===== src/rtl/seg7_pkg.sv =====
// Shared types, constants and the hex glyph table for the seven-segment scan driver.
package seg7_pkg;

  typedef enum logic [1:0] {
    IDLE,
    SHIFT,
    DONE
  } conv_state_t;

  localparam logic [6:0] SEG_BLANK = 7'h7F;

  // Active-low glyphs, bit order {g,f,e,d,c,b,a}
  function automatic logic [6:0] hex2seg(input logic [3:0] h);
    logic [6:0] s;
    case (h)
      4'h0:    s = 7'b1000000;
      4'h1:    s = 7'b1111001;
      4'h2:    s = 7'b0100100;
      4'h3:    s = 7'b0110000;
      4'h4:    s = 7'b0011001;
      4'h5:    s = 7'b0010010;
      4'h6:    s = 7'b0000010;
      4'h7:    s = 7'b1111000;
      4'h8:    s = 7'b0000000;
      4'h9:    s = 7'b0010000;
      4'hA:    s = 7'b0001000;
      4'hB:    s = 7'b0000011;
      4'hC:    s = 7'b1000110;
      4'hD:    s = 7'b0100001;
      4'hE:    s = 7'b0000110;
      default: s = 7'b0001110;
    endcase
    return s;
  endfunction

endpackage


===== src/rtl/seg7_scan_driver_if.sv =====
// Display word/flags in, board pin drive out.
interface seg7_scan_driver_if;
  logic [31:0] i_bin;
  logic        disp8;
  logic        off;
  logic        dec;
  logic [6:0]  o_seg;
  logic        o_dp;
  logic [7:0]  o_an;

  modport master (output i_bin, disp8, off, dec, input o_seg, o_dp, o_an);
  modport slave  (input i_bin, disp8, off, dec, output o_seg, o_dp, o_an);
endinterface


===== src/rtl/bin16_to_bcd.sv =====
// Sequential double-dabble: 16-bit binary to 5 BCD digits in 16 shift cycles.
module bin16_to_bcd
  import seg7_pkg::*;
(
  input  logic        clk,
  input  logic        reset_n,
  input  logic        start,
  input  logic [15:0] value,
  output logic        busy,
  output logic        done,
  output logic [19:0] bcd
);

  conv_state_t state_q, state_d;
  logic [35:0] sr_q, sr_d;
  logic [4:0]  cnt_q, cnt_d;
  logic [35:0] adj;

  // State, shift register and bit counter
  always_ff @(posedge clk or negedge reset_n) begin
    if (!reset_n) begin
      state_q <= IDLE;
      sr_q    <= '0;
      cnt_q   <= '0;
    end else begin
      state_q <= state_d;
      sr_q    <= sr_d;
      cnt_q   <= cnt_d;
    end
  end

  // Next-state: load on start, add-3-then-shift per cycle, one-cycle DONE
  always_comb begin
    state_d = state_q;
    sr_d    = sr_q;
    cnt_d   = cnt_q;
    adj     = sr_q;
    case (state_q)
      IDLE: begin
        if (start) begin
          sr_d    = {20'b0, value};
          cnt_d   = 5'd16;
          state_d = SHIFT;
        end
      end
      SHIFT: begin
        for (int unsigned k = 0; k < 5; k++) begin
          if (adj[16 + 4*k +: 4] >= 4'd5)
            adj[16 + 4*k +: 4] = adj[16 + 4*k +: 4] + 4'd3;
        end
        sr_d  = adj << 1;
        cnt_d = cnt_q - 5'd1;
        if (cnt_q == 5'd1)
          state_d = DONE;
      end
      DONE:    state_d = IDLE;
      default: state_d = IDLE;
    endcase
  end

  assign busy = (state_q != IDLE);
  assign done = (state_q == DONE);
  assign bcd  = sr_q[35:16];

endmodule


===== src/rtl/seg7_scan_driver.sv =====
// Eight-digit common-anode scan driver with per-frame input snapshot.
module seg7_scan_driver
  import seg7_pkg::*;
#(
  parameter int unsigned DIG_PERIOD = 100_000
) (
  input  logic                clk,
  input  logic                reset_n,
  seg7_scan_driver_if.slave   bus
);

  localparam int unsigned PW = $clog2(DIG_PERIOD);
  localparam logic [PW-1:0] PRESC_MAX = PW'(DIG_PERIOD - 1);

  logic [PW-1:0] presc_q, presc_d;
  logic [2:0]    idx_q, idx_d;
  logic [31:0]   bin_sh_q, bin_sh_d;
  logic          disp8_sh_q, disp8_sh_d;
  logic          off_sh_q, off_sh_d;
  logic          dec_sh_q, dec_sh_d;
  logic          snap_q, snap_d;
  logic [31:0]   digits_q, digits_d;
  logic [7:0]    mask_q, mask_d;
  logic [7:0]    o_an_q, o_an_d;
  logic [6:0]    o_seg_q, o_seg_d;
  logic          o_dp_q, o_dp_d;

  logic        tc;
  logic        dec_mode;
  logic        conv_start;
  logic        conv_busy;
  logic        conv_done;
  logic [19:0] conv_bcd;
  logic [4:0]  lz_mask;

  bin16_to_bcd u_conv (
    .clk     (clk),
    .reset_n (reset_n),
    .start   (conv_start),
    .value   (bin_sh_q[15:0]),
    .busy    (conv_busy),
    .done    (conv_done),
    .bcd     (conv_bcd)
  );

  // All scan, shadow, digit and pin registers
  always_ff @(posedge clk or negedge reset_n) begin
    if (!reset_n) begin
      presc_q    <= '0;
      idx_q      <= '0;
      bin_sh_q   <= '0;
      disp8_sh_q <= 1'b0;
      off_sh_q   <= 1'b1;
      dec_sh_q   <= 1'b0;
      snap_q     <= 1'b0;
      digits_q   <= '0;
      mask_q     <= '0;
      o_an_q     <= '1;
      o_seg_q    <= SEG_BLANK;
      o_dp_q     <= 1'b1;
    end else begin
      presc_q    <= presc_d;
      idx_q      <= idx_d;
      bin_sh_q   <= bin_sh_d;
      disp8_sh_q <= disp8_sh_d;
      off_sh_q   <= off_sh_d;
      dec_sh_q   <= dec_sh_d;
      snap_q     <= snap_d;
      digits_q   <= digits_d;
      mask_q     <= mask_d;
      o_an_q     <= o_an_d;
      o_seg_q    <= o_seg_d;
      o_dp_q     <= o_dp_d;
    end
  end

  // Leading-zero blanking: digit k lit iff some digit at k or above is nonzero
  always_comb begin
    lz_mask    = '0;
    lz_mask[4] = |conv_bcd[19:16];
    lz_mask[3] = lz_mask[4] | (|conv_bcd[15:12]);
    lz_mask[2] = lz_mask[3] | (|conv_bcd[11:8]);
    lz_mask[1] = lz_mask[2] | (|conv_bcd[7:4]);
    lz_mask[0] = 1'b1;
  end

  // Prescaler, scan index, frame snapshot, digit register and pin drive
  always_comb begin
    tc         = (presc_q == PRESC_MAX);
    presc_d    = tc ? '0 : presc_q + PW'(1);
    idx_d      = tc ? idx_q + 3'd1 : idx_q;
    bin_sh_d   = bin_sh_q;
    disp8_sh_d = disp8_sh_q;
    off_sh_d   = off_sh_q;
    dec_sh_d   = dec_sh_q;
    snap_d     = tc && (idx_q == 3'd7);
    if (snap_d) begin
      bin_sh_d   = bus.i_bin;
      disp8_sh_d = bus.disp8;
      off_sh_d   = bus.off;
      dec_sh_d   = bus.dec;
    end

    dec_mode   = !disp8_sh_q && dec_sh_q;
    conv_start = snap_q && dec_mode && !conv_busy;

    digits_d = digits_q;
    mask_d   = mask_q;
    if (snap_q && !dec_mode) begin
      digits_d = bin_sh_q;
      mask_d   = off_sh_q ? 8'h00 : (disp8_sh_q ? 8'hFF : 8'h0F);
    end else if (conv_done) begin
      digits_d = {12'b0, conv_bcd};
      mask_d   = off_sh_q ? 8'h00 : {3'b000, lz_mask};
    end

    // Disabled slots still consume their time slot, keeping brightness uniform
    if (mask_q[idx_q]) begin
      o_an_d  = ~(8'd1 << idx_q);
      o_seg_d = hex2seg(digits_q[{idx_q, 2'b00} +: 4]);
    end else begin
      o_an_d  = '1;
      o_seg_d = SEG_BLANK;
    end
    o_dp_d = !(disp8_sh_q && (idx_q == 3'd4));
  end

  assign bus.o_an  = o_an_q;
  assign bus.o_seg = o_seg_q;
  assign bus.o_dp  = o_dp_q;

endmodule


===== src/flat_wrapper.sv =====
// flat-port wrapper written by rule: the top's interface ports become plain ports
module seg7_scan_driver_flat import seg7_pkg::*;
#(
  parameter int unsigned DIG_PERIOD = 100_000
)
  (clk, reset_n, bus_i_bin, bus_disp8, bus_off, bus_dec, bus_o_seg, bus_o_dp, bus_o_an);
  seg7_scan_driver_if bus_i ();
  input  logic clk;
  input  logic reset_n;
  input wire logic [$bits(bus_i.i_bin)-1:0] bus_i_bin;
  input wire logic [$bits(bus_i.disp8)-1:0] bus_disp8;
  input wire logic [$bits(bus_i.off)-1:0] bus_off;
  input wire logic [$bits(bus_i.dec)-1:0] bus_dec;
  output wire logic [$bits(bus_i.o_seg)-1:0] bus_o_seg;
  output wire logic [$bits(bus_i.o_dp)-1:0] bus_o_dp;
  output wire logic [$bits(bus_i.o_an)-1:0] bus_o_an;
  assign bus_i.i_bin = bus_i_bin;
  assign bus_i.disp8 = bus_disp8;
  assign bus_i.off = bus_off;
  assign bus_i.dec = bus_dec;
  assign bus_o_seg = bus_i.o_seg;
  assign bus_o_dp = bus_i.o_dp;
  assign bus_o_an = bus_i.o_an;
  seg7_scan_driver #(.DIG_PERIOD(DIG_PERIOD)) u_core (.clk(clk), .reset_n(reset_n), .bus(bus_i));
endmodule

===== config.mk =====
export PLATFORM = sky130hd
export DESIGN_NAME = seg7_scan_driver_flat
export DESIGN_NICKNAME = d
export VERILOG_FILES = /design/src/rtl/seg7_pkg.sv /design/src/rtl/seg7_scan_driver_if.sv /design/src/rtl/bin16_to_bcd.sv /design/src/rtl/seg7_scan_driver.sv /design/src/flat_wrapper.sv
export SDC_FILE = /design/constraint.sdc
export NUM_CORES = 1
export LEC_CHECK = 0
export BUFFER_PORTS_ARGS = -buffer_cell sky130_fd_sc_hd__buf_2
export CELL_PAD_IN_SITES_DETAIL_PLACEMENT = 0
export CELL_PAD_IN_SITES_GLOBAL_PLACEMENT = 2
export CORE_ASPECT_RATIO = 1.25
export CORE_UTILIZATION = 37
export CTS_BUF_LIST = sky130_fd_sc_hd__clkbuf_8
export DETAILED_ROUTE_END_ITERATION = 10
export PLACE_DENSITY_LB_ADDON = 0.1
export SLEW_MARGIN = 20
export SYNTH_ARGS = -nofsm -noshare
export SYNTH_HDL_FRONTEND = slang
export SYNTH_SLANG_ARGS = --single-unit
export TNS_END_PERCENT = 20

===== constraint.sdc =====
create_clock -name clk -period 2.1 [get_ports clk]
set_input_delay 0.42 -clock clk [delete_from_list [all_inputs] [get_ports clk]]
set_output_delay 0.42 -clock clk [all_outputs]
set_load 0.005 [all_outputs]

======== After elaboration in Yosys (flattened, before gate mapping) ========
Memories as Yosys holds them, arrays and structs flattened.
Index checks and enable logic that the tools add are counted.
W data, S select, Z words.
operators by class
  div/mod/pow operators ................... 0
  magnitude comparators ................... 6
  reductions and logical operators ........ 20
  $add $sub $neg .......................... 8
  $mul .................................... 0
  mux-type cells .......................... 24
  shifts and indexed selects .............. 2
  bitwise operators ....................... 4
  equality and inequality tests ........... 8
operators with widths
  kind                     number
  $pmux W36 S2             1
  $mux W32                 2
  $mux W8                  5
  $mux W36                 1
  $shiftx A32 B6 Y4        1
  $ge A4 B3 Y1 const B     5
  $add A17 B1 Y17 const B  1
  $eq A17 B17 Y1 const B   1
  $mux W17                 1
  $add A4 B2 Y4 const B    4
  $mux W4                  4
  $reduce_or A4 Y1         4
  $mux W5                  2
  $pmux W5 S2              1
  $not A8 Y8               1
  $shl A1 B3 Y8 const A    1
  $mux W7                  1
  $eq A3 B3 Y1 const B     2
  $logic_and A1 B1 Y1      6
  $reduce_bool A2 Y1       3
  $eq A5 B1 Y1 const B     1
  $sub A5 B1 Y5 const B    1
  $logic_not A1 Y1         4
  $lt A3 B4 Y1 const B     1
  other kinds (14)         18
storage, ports and cells
  bits in read-only memories .............. 112
  output and inout port bits .............. 16
  memories kept ........................... 1
  bits in registers ....................... 155
  input bits .............................. 37
  latch bits .............................. 0
  bits in writable memories ............... 0
  logic and storage cells ................. 88
memory list
  memory            words  bits a word  rd ports  clocked after memory_dff  write ports  RTL line        source
  (name not given)  16     7            1         0                         0            seg7_pkg.sv:15  case (h)

======== Longest topological paths before layout ========
Gate-level depths: netlist (run 1).
  depth in word-level cells ............... 7
  gate-level depth with buffers ........... 9
  depth with buffers taken out ............ 8

======== By module ========
A second synthesis (run 1) with hierarchy kept.
unflattened totals
  cell total of the unflattened synthesis .. 695
  area total of the unflattened synthesis .. 7801.2 um^2
modules (own cells, without submodules)
  module            times used  cells each  seq. area each (um^2)  area each (um^2)
  seg7_scan_driver  1           432         2773.9                 5133.7
  bin16_to_bcd      1           263         1076.0                 2667.6

======== Least setup slack after synthesis (run 1) ========
No wires, ideal clock.
  path type ............................... reg-to-reg
  from .................................... register u_core.idx_q[1]
  to ...................................... register u_core.o_seg_q[6], in the netlist u_core.bus.o_seg[6]
  setup slack ............................. -0.079 ns
  data required time ...................... 2.006 ns
  clock period less this slack ............ 2.179 ns
  stages on the path, launching flop included .. 10
  setup time .............................. 0.094 ns
  arrival ................................. 2.086 ns
  buffers on the path ..................... 1
  cell sequence ........................... dfrtp_1 buf_2 mux4_2 mux2i_1 inv_1 ha_1 inv_1 nor2_1 a21oi_1 o221ai_1
between the ends
  cells in the longest elaborated chain, start to end .. 3
  elaborated cells on any way between the ends .. 5
  classes of those cells .................. shift: 1; mux: 3; memory: 1
ends and longest elaborated chain
  item                                              RTL line                                          source
  start, declared                                   seg7_scan_driver.sv:16                            logic [2:0] idx_q, idx_d;
  start signal, assigned                            seg7_scan_driver.sv:63                            idx_q <= idx_d;
  $shiftx A32 B6 Y4 or $bmux W1 S3 (tied branches)  seg7_scan_driver.sv:120, seg7_scan_driver.sv:118
  $mem_v2 Z16 W7 or $mux W1 (tied branches)         -
  $mux W7 *                                         seg7_scan_driver.sv:118                           if (mask_q[idx_q]) begin
  via u_core.o_seg_d[6]                             seg7_scan_driver.sv:25                            logic [6:0] o_seg_q, o_seg_d;
  end signal, assigned                              seg7_scan_driver.sv:72                            o_seg_q <= o_seg_d;
  end, declared                                     seg7_scan_driver.sv:25
The timed path passes the listed nets; every way through them passes the cells marked *. The select of a mux whose other input is x is not followed.
A chain may end at the register's enable or synchronous reset.

======== Worst setup path after layout (run 1) ========
  from .................................... register u_core.idx_q[1]
  to ...................................... register u_core.o_seg_q[3], in the netlist u_core.bus.o_seg[3]
The elaborated chain is that of the path after synthesis.

==> results.toml, run 1 <==
[global_routing]
grt_pass1_wl_microns = 28320
grt_usage_pct = 18.42
grt_use_met3_pct = 3.562
use_met1_pct = 23.60
antenna_found_initial = 0
grt_pass1_vias = 5413
grt_max_degree = 47
top_usage_layer = "met2"
use_met2_pct = 31.45
grt-ovfl-total = 0

[timing]
clock-skew-final_ps = 15.74
max_slew_margin_pct = 61.58
hold_viol_final = 0
setup_viol = 0
worst_pin_slew_ps = 574.2
tns_ps = 0
rsz0062_at_grt = "true"
whs_ps = 188.6
fmax_mhz = 502.9
post-route-min-period_ps = 1989
period_share_pct = 94.69
maxSlewViolCount = 0

[die]
rows = 56
start_util_pct = 38.10
core_sq_um = 18990
die_x_microns = 127.1
dieArea_sq_um = 20120
io_pins = 53
die_h_microns = 158.3

[clocking]
numCtsBuffers = 17
cts.htree.levels = 4
cts_tree = "built"
clkLatencyLatePin_ps = 450
cts_sinks = 153
clock_path_buffers = 2
cts-root-buf = "clkbuf_8"
cts.reportedPaths.clkPinSlew_ps = 80

[finish]
final_cell_area_sq_um = 8424
syn2layout_area_growth_pct = 16.45
drive_gt1_share_pct = 24.39
finalNetCount = 827
n_antenna_cell = 0
fin_util_pct = 44.37

[pwr]
leakage_nw = 3.853
pwr_density_cell_nw_per_um2 = 640.6
finalPower_mw = 5.396
vdd_ir_drop_max_v = 0.0003649

[logic_synthesis]
ys_types = 57
syn_area_sq_um = 7234
synth_largest_area_cell = "dfrtp_1"
post-synth-top-count-cell = "dfrtp_1"
synth_compound_area_share_pct = 10.46
synth-seq-cells = 153
synth_top_family_by_area = "simple AND/OR/NAND/NOR gates"
synth_mux_area_share_pct = 9.201
synthCells = 692
synth_fa_ha_area_share_pct = 4.843
yosys_warnings = 0
synth-edff-count = 0
synth-xor-area-share_pct = 2.785
async_reset_ff_share_pct = 100.0
yosysTopAreaCellShare_pct = 47.04
synth_common_cells = "dfrtp_1, nand2_1, nor2_1"
yosys.area_share.simple_pct = 15.88
synthFlopType = "dfrtp_1"
yosysSeqAreaShare_pct = 53.22
synthesis.nets = 757
synth_area_leaders = "dfrtp_1, nand2_1, dfstp_2, mux2_2, ha_1"
avgSynthCellArea_sq_um = 10.45

[hold_path]
min_path_type = "in -> reg"
hold_depth = 3

[setup_path]
reg2reg_depth = 7
path_class = "reg -> reg"
startpoint_type = "register"
cp_max_fo = 5
arrival_ps = 2350
cp.required_ps = 2460
end_kind = "register"

[drt]
ant_nets = 0
wl_microns = 17250
route.detailed.drc = 0
drt_iter0_markers = 206
routedWlPerCell_microns = 16.65
vias = 5216
vias_per_cell = 5.035
drtPass1Iterations = 5

[job]
drv_cap = 0

[placement]
post_dp_cell_area_sq_um = 7980
hpwl_microns = 12110
gp_congestion = 0.8460
io_buffer_count = 52

[status]
status = "completed"
## flip-flops by register name (all words and copies together), names as in the netlist, 2 cells and up
name                   cells
u_core.presc_q            17
u_core.u_conv.sr_q        36
u_core.digits_q           32
u_core.u_conv.cnt_q        5
u_core.bus.o_seg           7
u_core.mask_q              6
u_core.u_conv.state_q      2
u_core.idx_q               3
u_core.bus.o_an            8
u_core.bin_sh_q           32
## repair_timing
item	in CTS	in global routing
gates resized for setup	2	5
cloned	0	0
setup endpoints to repair	2	40
hold buffers	1	0
pin swaps	0	3
setup buffers	0	1
endpoints found under the hold margin	40	0
## stage by stage
stage	std cells	setup slack, ps
2_1_floorplan	692	35.33
3_3_place_gp	1002	45.69
3_5_place_dp	1002	-57.87
4_1_cts	1035	17.80
5_1_grt	1036	-29.00
6_report	1036	111.5
## layout by cell type, fill, tap and decap left out, drive strengths merged, types with 17 or more instances in the layout
master and n:
dfrtp 136, nand2 135, buf 83, nor2 62, a31oi 37, mux2 36, inv 31, ha 28
o21ai 24, nand3 23, clkbuf 18, dfstp 17
## path summary, 6_finish.rpt
path | startpoint | end | slack, ps
worst max-delay path | u_core.idx_q[1]$_DFFE_PN0N_ | u_core.bus.o_seg[3]$_DFF_PN1_ | 110
max in group asynchronous | reset_n | u_core.u_conv.sr_q[18]$_DFFE_PN0P_ | 1000
worst min register to register | u_core.presc_q[0]$_DFF_PN0_ | u_core.presc_q[0]$_DFF_PN0_ | 470
worst min-delay path | bus_i_bin[0] | u_core.bin_sh_q[0]$_DFFE_PN0P_ | 190
worst max register to register | u_core.idx_q[1]$_DFFE_PN0N_ | u_core.bus.o_seg[3]$_DFF_PN1_ | 110
min in group asynchronous | reset_n | u_core.presc_q[10]$_DFF_PN0_ | 460
## layout make-up
type | instances | area, sq um
Timing Repair Buffer | 84 | 584.3
Inverter | 26 | 97.59
Tap cell | 261 | 326.6
Fill cell | 1850 | 10560
Multi-Input combinational cell | 480 | 3157
Sequential cell | 153 | 3852
Clock inverter | 14 | 158.9
Clock buffer | 18 | 247.7
## critical path, stage by stage, from the launching register on
cell     delay, ps
dfrtp_2        440
mux4_2         550
mux2i_4        210
buf_4          150
ha_1           230
inv_2           70
mux2i_1         60
a32oi_1        200
## power by group
group,switching (mW),internal [mW],total (mW)
Combinational,0.0673,0.0371,0.104
Clock,1.15,1.20,2.35
Sequential,0,2.94,2.94
Total,1.22,4.18,5.40
## routing by layer
metal,vias up,part of all wire (%)
met3,13,2.7
met2,77,50
met4,0,1.1
met1,2600,46
met5,-,0
li1,2526,-
## cells by family (layout without fill, tap and decap cells)
kind of cell / Yosys count / count (layout)
mux: 52 / 52
compound gates: 116 / 116
buf+inv: 59 / 142
fa+ha+maj: 28 / 28
flops: 153 / 153
xor+xnor: 23 / 23
simple gates: 261 / 261
Note: power is estimated with default switching activity, not from simulation.
==> run 2, diff against run 1 <==
--- a/config.mk
+++ b/config.mk
@@ -8,11 +8,10 @@
 export BUFFER_PORTS_ARGS = -buffer_cell sky130_fd_sc_hd__buf_2
 export CELL_PAD_IN_SITES_DETAIL_PLACEMENT = 0
 export CELL_PAD_IN_SITES_GLOBAL_PLACEMENT = 2
-export CORE_ASPECT_RATIO = 1.25
 export CORE_UTILIZATION = 37
 export CTS_BUF_LIST = sky130_fd_sc_hd__clkbuf_8
 export DETAILED_ROUTE_END_ITERATION = 10
-export PLACE_DENSITY_LB_ADDON = 0.1
+export PLACE_DENSITY = 0.78
 export SLEW_MARGIN = 20
 export SYNTH_ARGS = -nofsm -noshare
 export SYNTH_HDL_FRONTEND = slang
==> run 2 against run 1 <==
Against the previous run: die area about the same; cell area increased by 0.27%; critical path depth unchanged; sequential power about the same; via count increased by 0.67%; worst setup slack got worse by 24 ps; count of clock-buffer cells in the layout unchanged; power decreased by 0.54%.
==> results.toml, run 2 (synthesis gave the netlist of run 1 again) <==
[global_routing]
grt_usage_pct = 17.71
grt_pass1_vias = 5368
grt_pass1_wl_microns = 27530
grt_max_degree = 59
grt-ovfl-total = 0
antenna_found_initial = 0

[status]
status = "completed"

[clocking]
clock_path_buffers = 2
numCtsBuffers = 17
clkLatencyLatePin_ps = 450
cts.htree.levels = 4
cts_sinks = 153
cts-root-buf = "clkbuf_8"
cts.reportedPaths.clkPinSlew_ps = 90
cts_tree = "built"

[placement]
gp_congestion = 0.7980
hpwl_microns = 11740
preCtsSetupSlack_ps = -70.06
io_buffer_count = 52

[timing]
setup_viol = 0
post-route-min-period_ps = 2013
clock-skew-final_ps = 15.38
fin_ws_ps = 86.98
maxSlewViolCount = 0
whs_ps = 193.3
fmax_mhz = 496.8
hold_viol_final = 0
worst_pin_slew_ps = 518.7
period_share_pct = 95.86
max_slew_margin_pct = 65.29

[drt]
drtPass1Iterations = 5
ant_nets = 0
route.detailed.drc = 0
routedWlPerCell_microns = 15.97
vias_per_cell = 5.069
wl_microns = 16540
drt_iter0_markers = 281
vias = 5251

[pwr]
vdd_ir_drop_max_v = 0.0003621
pwr_density_cell_nw_per_um2 = 635.4
power_frac_seq_pct = 54.9
power.switching_mw = 1.195
internal_power_mw = 4.172
p_clk_share_pct = 43.2
finalPower_mw = 5.367
swShare_pct = 22.27
power_frac_comb_pct = 1.9
leakage_nw = 3.858

[job]
drv_cap = 0

[setup_path]
startpoint_type = "register"
critical_path.slowest_cell = "dfrtp_2"
cp_slowest_stage_delay_ps = 450
arrival_ps = 2350
end_kind = "register"
path_class = "reg -> reg"
cp.buffers_inverters = 3
cp_common_cell = "buf_4"
cp_cell_sequence = "buf_4 > buf_4 > ha_1 > ha_2 > and4_4 > buf_12 > mux2_2"
cp.required_ps = 2430
cpLargestDelayFamily = "buffers and inverters"
cp_max_fo = 24

[finish]
largest-register = "u_core.u_conv.sr_q"
largest_register_ffs = 36
final_cell_mix = "nand2_1, dfrtp_1, nor2_1"
n_antenna_cell = 0
drive_gt1_share_pct = 25.39
syn2layout_area_growth_pct = 16.76
finalNetCount = 829
top_regs = "u_core.u_conv.sr_q (36), u_core.bin_sh_q (32), u_core.digits_q (32)"

[die]
dieArea_sq_um = 20120
core_sq_um = 18960
die_x_microns = 141.8
start_util_pct = 38.17
io_pins = 53
die_h_microns = 141.8
rows = 50

[hold_path]
min_path_type = "in -> reg"
-- run 2: cell types whose count changed in the layout (fill, tap and decap cells not counted), sizes merged --
cell,before,now
buf,83,85
clkinv,3,7
clkinvlp,3,1
inv,31,28
-- run 2: routing by layer --
metal / vias up / wire [microns] / global-route usage [%] / share of wire (%)
met1: 2625 / 7938 / 23.71 / 48
met4: 0 / 140 / 4.924 / 0.85
met2: 73 / 8013 / 28.99 / 48
li1: 2543 / - / - / -
met5: - / 0 / 0 / 0
met3: 10 / 448 / 3.780 / 2.7
-- run 2: final timing paths --
check                                            start                         endpoint  slack [ps]  cells after the start
max                        u_core.idx_q[1]$_DFFE_PN0N_  u_core.bin_sh_q[22]$_DFFE_PN0P_          90                      7
min                                      bus_i_bin[27]  u_core.bin_sh_q[27]$_DFFE_PN0P_         190                      2
max reg2reg                u_core.idx_q[1]$_DFFE_PN0N_  u_core.bin_sh_q[22]$_DFFE_PN0P_          90                      7
min reg2reg                u_core.presc_q[0]$_DFF_PN0_      u_core.presc_q[0]$_DFF_PN0_         460                      1
max in group asynchronous                      reset_n    u_core.bus.o_seg[1]$_DFF_PN1_        1050                      3
min in group asynchronous                      reset_n      u_core.presc_q[9]$_DFF_PN0_         410                      2
-- run 2: worst register-to-register path, cell delays in order, from the launching register on --
cell     delay [ps]
dfrtp_2         450
buf_4           140
buf_4           150
ha_1            180
ha_2            180
and4_4          250
buf_12          200
mux2_2          370
-- run 2: power by group through the flow --
| stage | clock (mW) | sequential (mW) | combinational, mW |
|---|---|---|---|
| floorplan | 0 | 3.00 | 0.000556 |
| CTS | 2.39 | 2.95 | 0.107 |
| finish | 2.32 | 2.94 | 0.101 |
| global placement | 0 | 3.00 | 0.103 |
| detailed placement | 0 | 3.00 | 0.105 |
| global route | 2.51 | 2.95 | 0.119 |
-- run 2: metrics by stage --
stage	instances	setup TNS (ps)	cell area [sq um]	util, %
finish	1036	0	8447	44.56
CTS	1033	0	8391	44.26
floorplan	692	0	7241	-
global placement	1001	0	7979	42.09
detailed placement	1001	-260.7	7979	42.09
global route	1036	-11.89	8447	44.56
-- run 2: final cells by class --
class                      count  area, sq um
inverter                      26        100.1
clock inverter                13        152.6
tap                          260        325.3
clock buffer                  18        247.7
timing repair buffer          86        599.3
sequential                   153         3852
multi-input combinational    480         3169
fill                        1825        10510
-- run 2: timing repair --
action / 4_1_cts / 5_1_grt
endpoints found under the hold margin: 25 / 0
setup endpoints to repair: 6 / 31
resized for setup: 1 / 12
pin swaps: 0 / 1
setup buffers: 0 / 3
hold buffers: 1 / 0
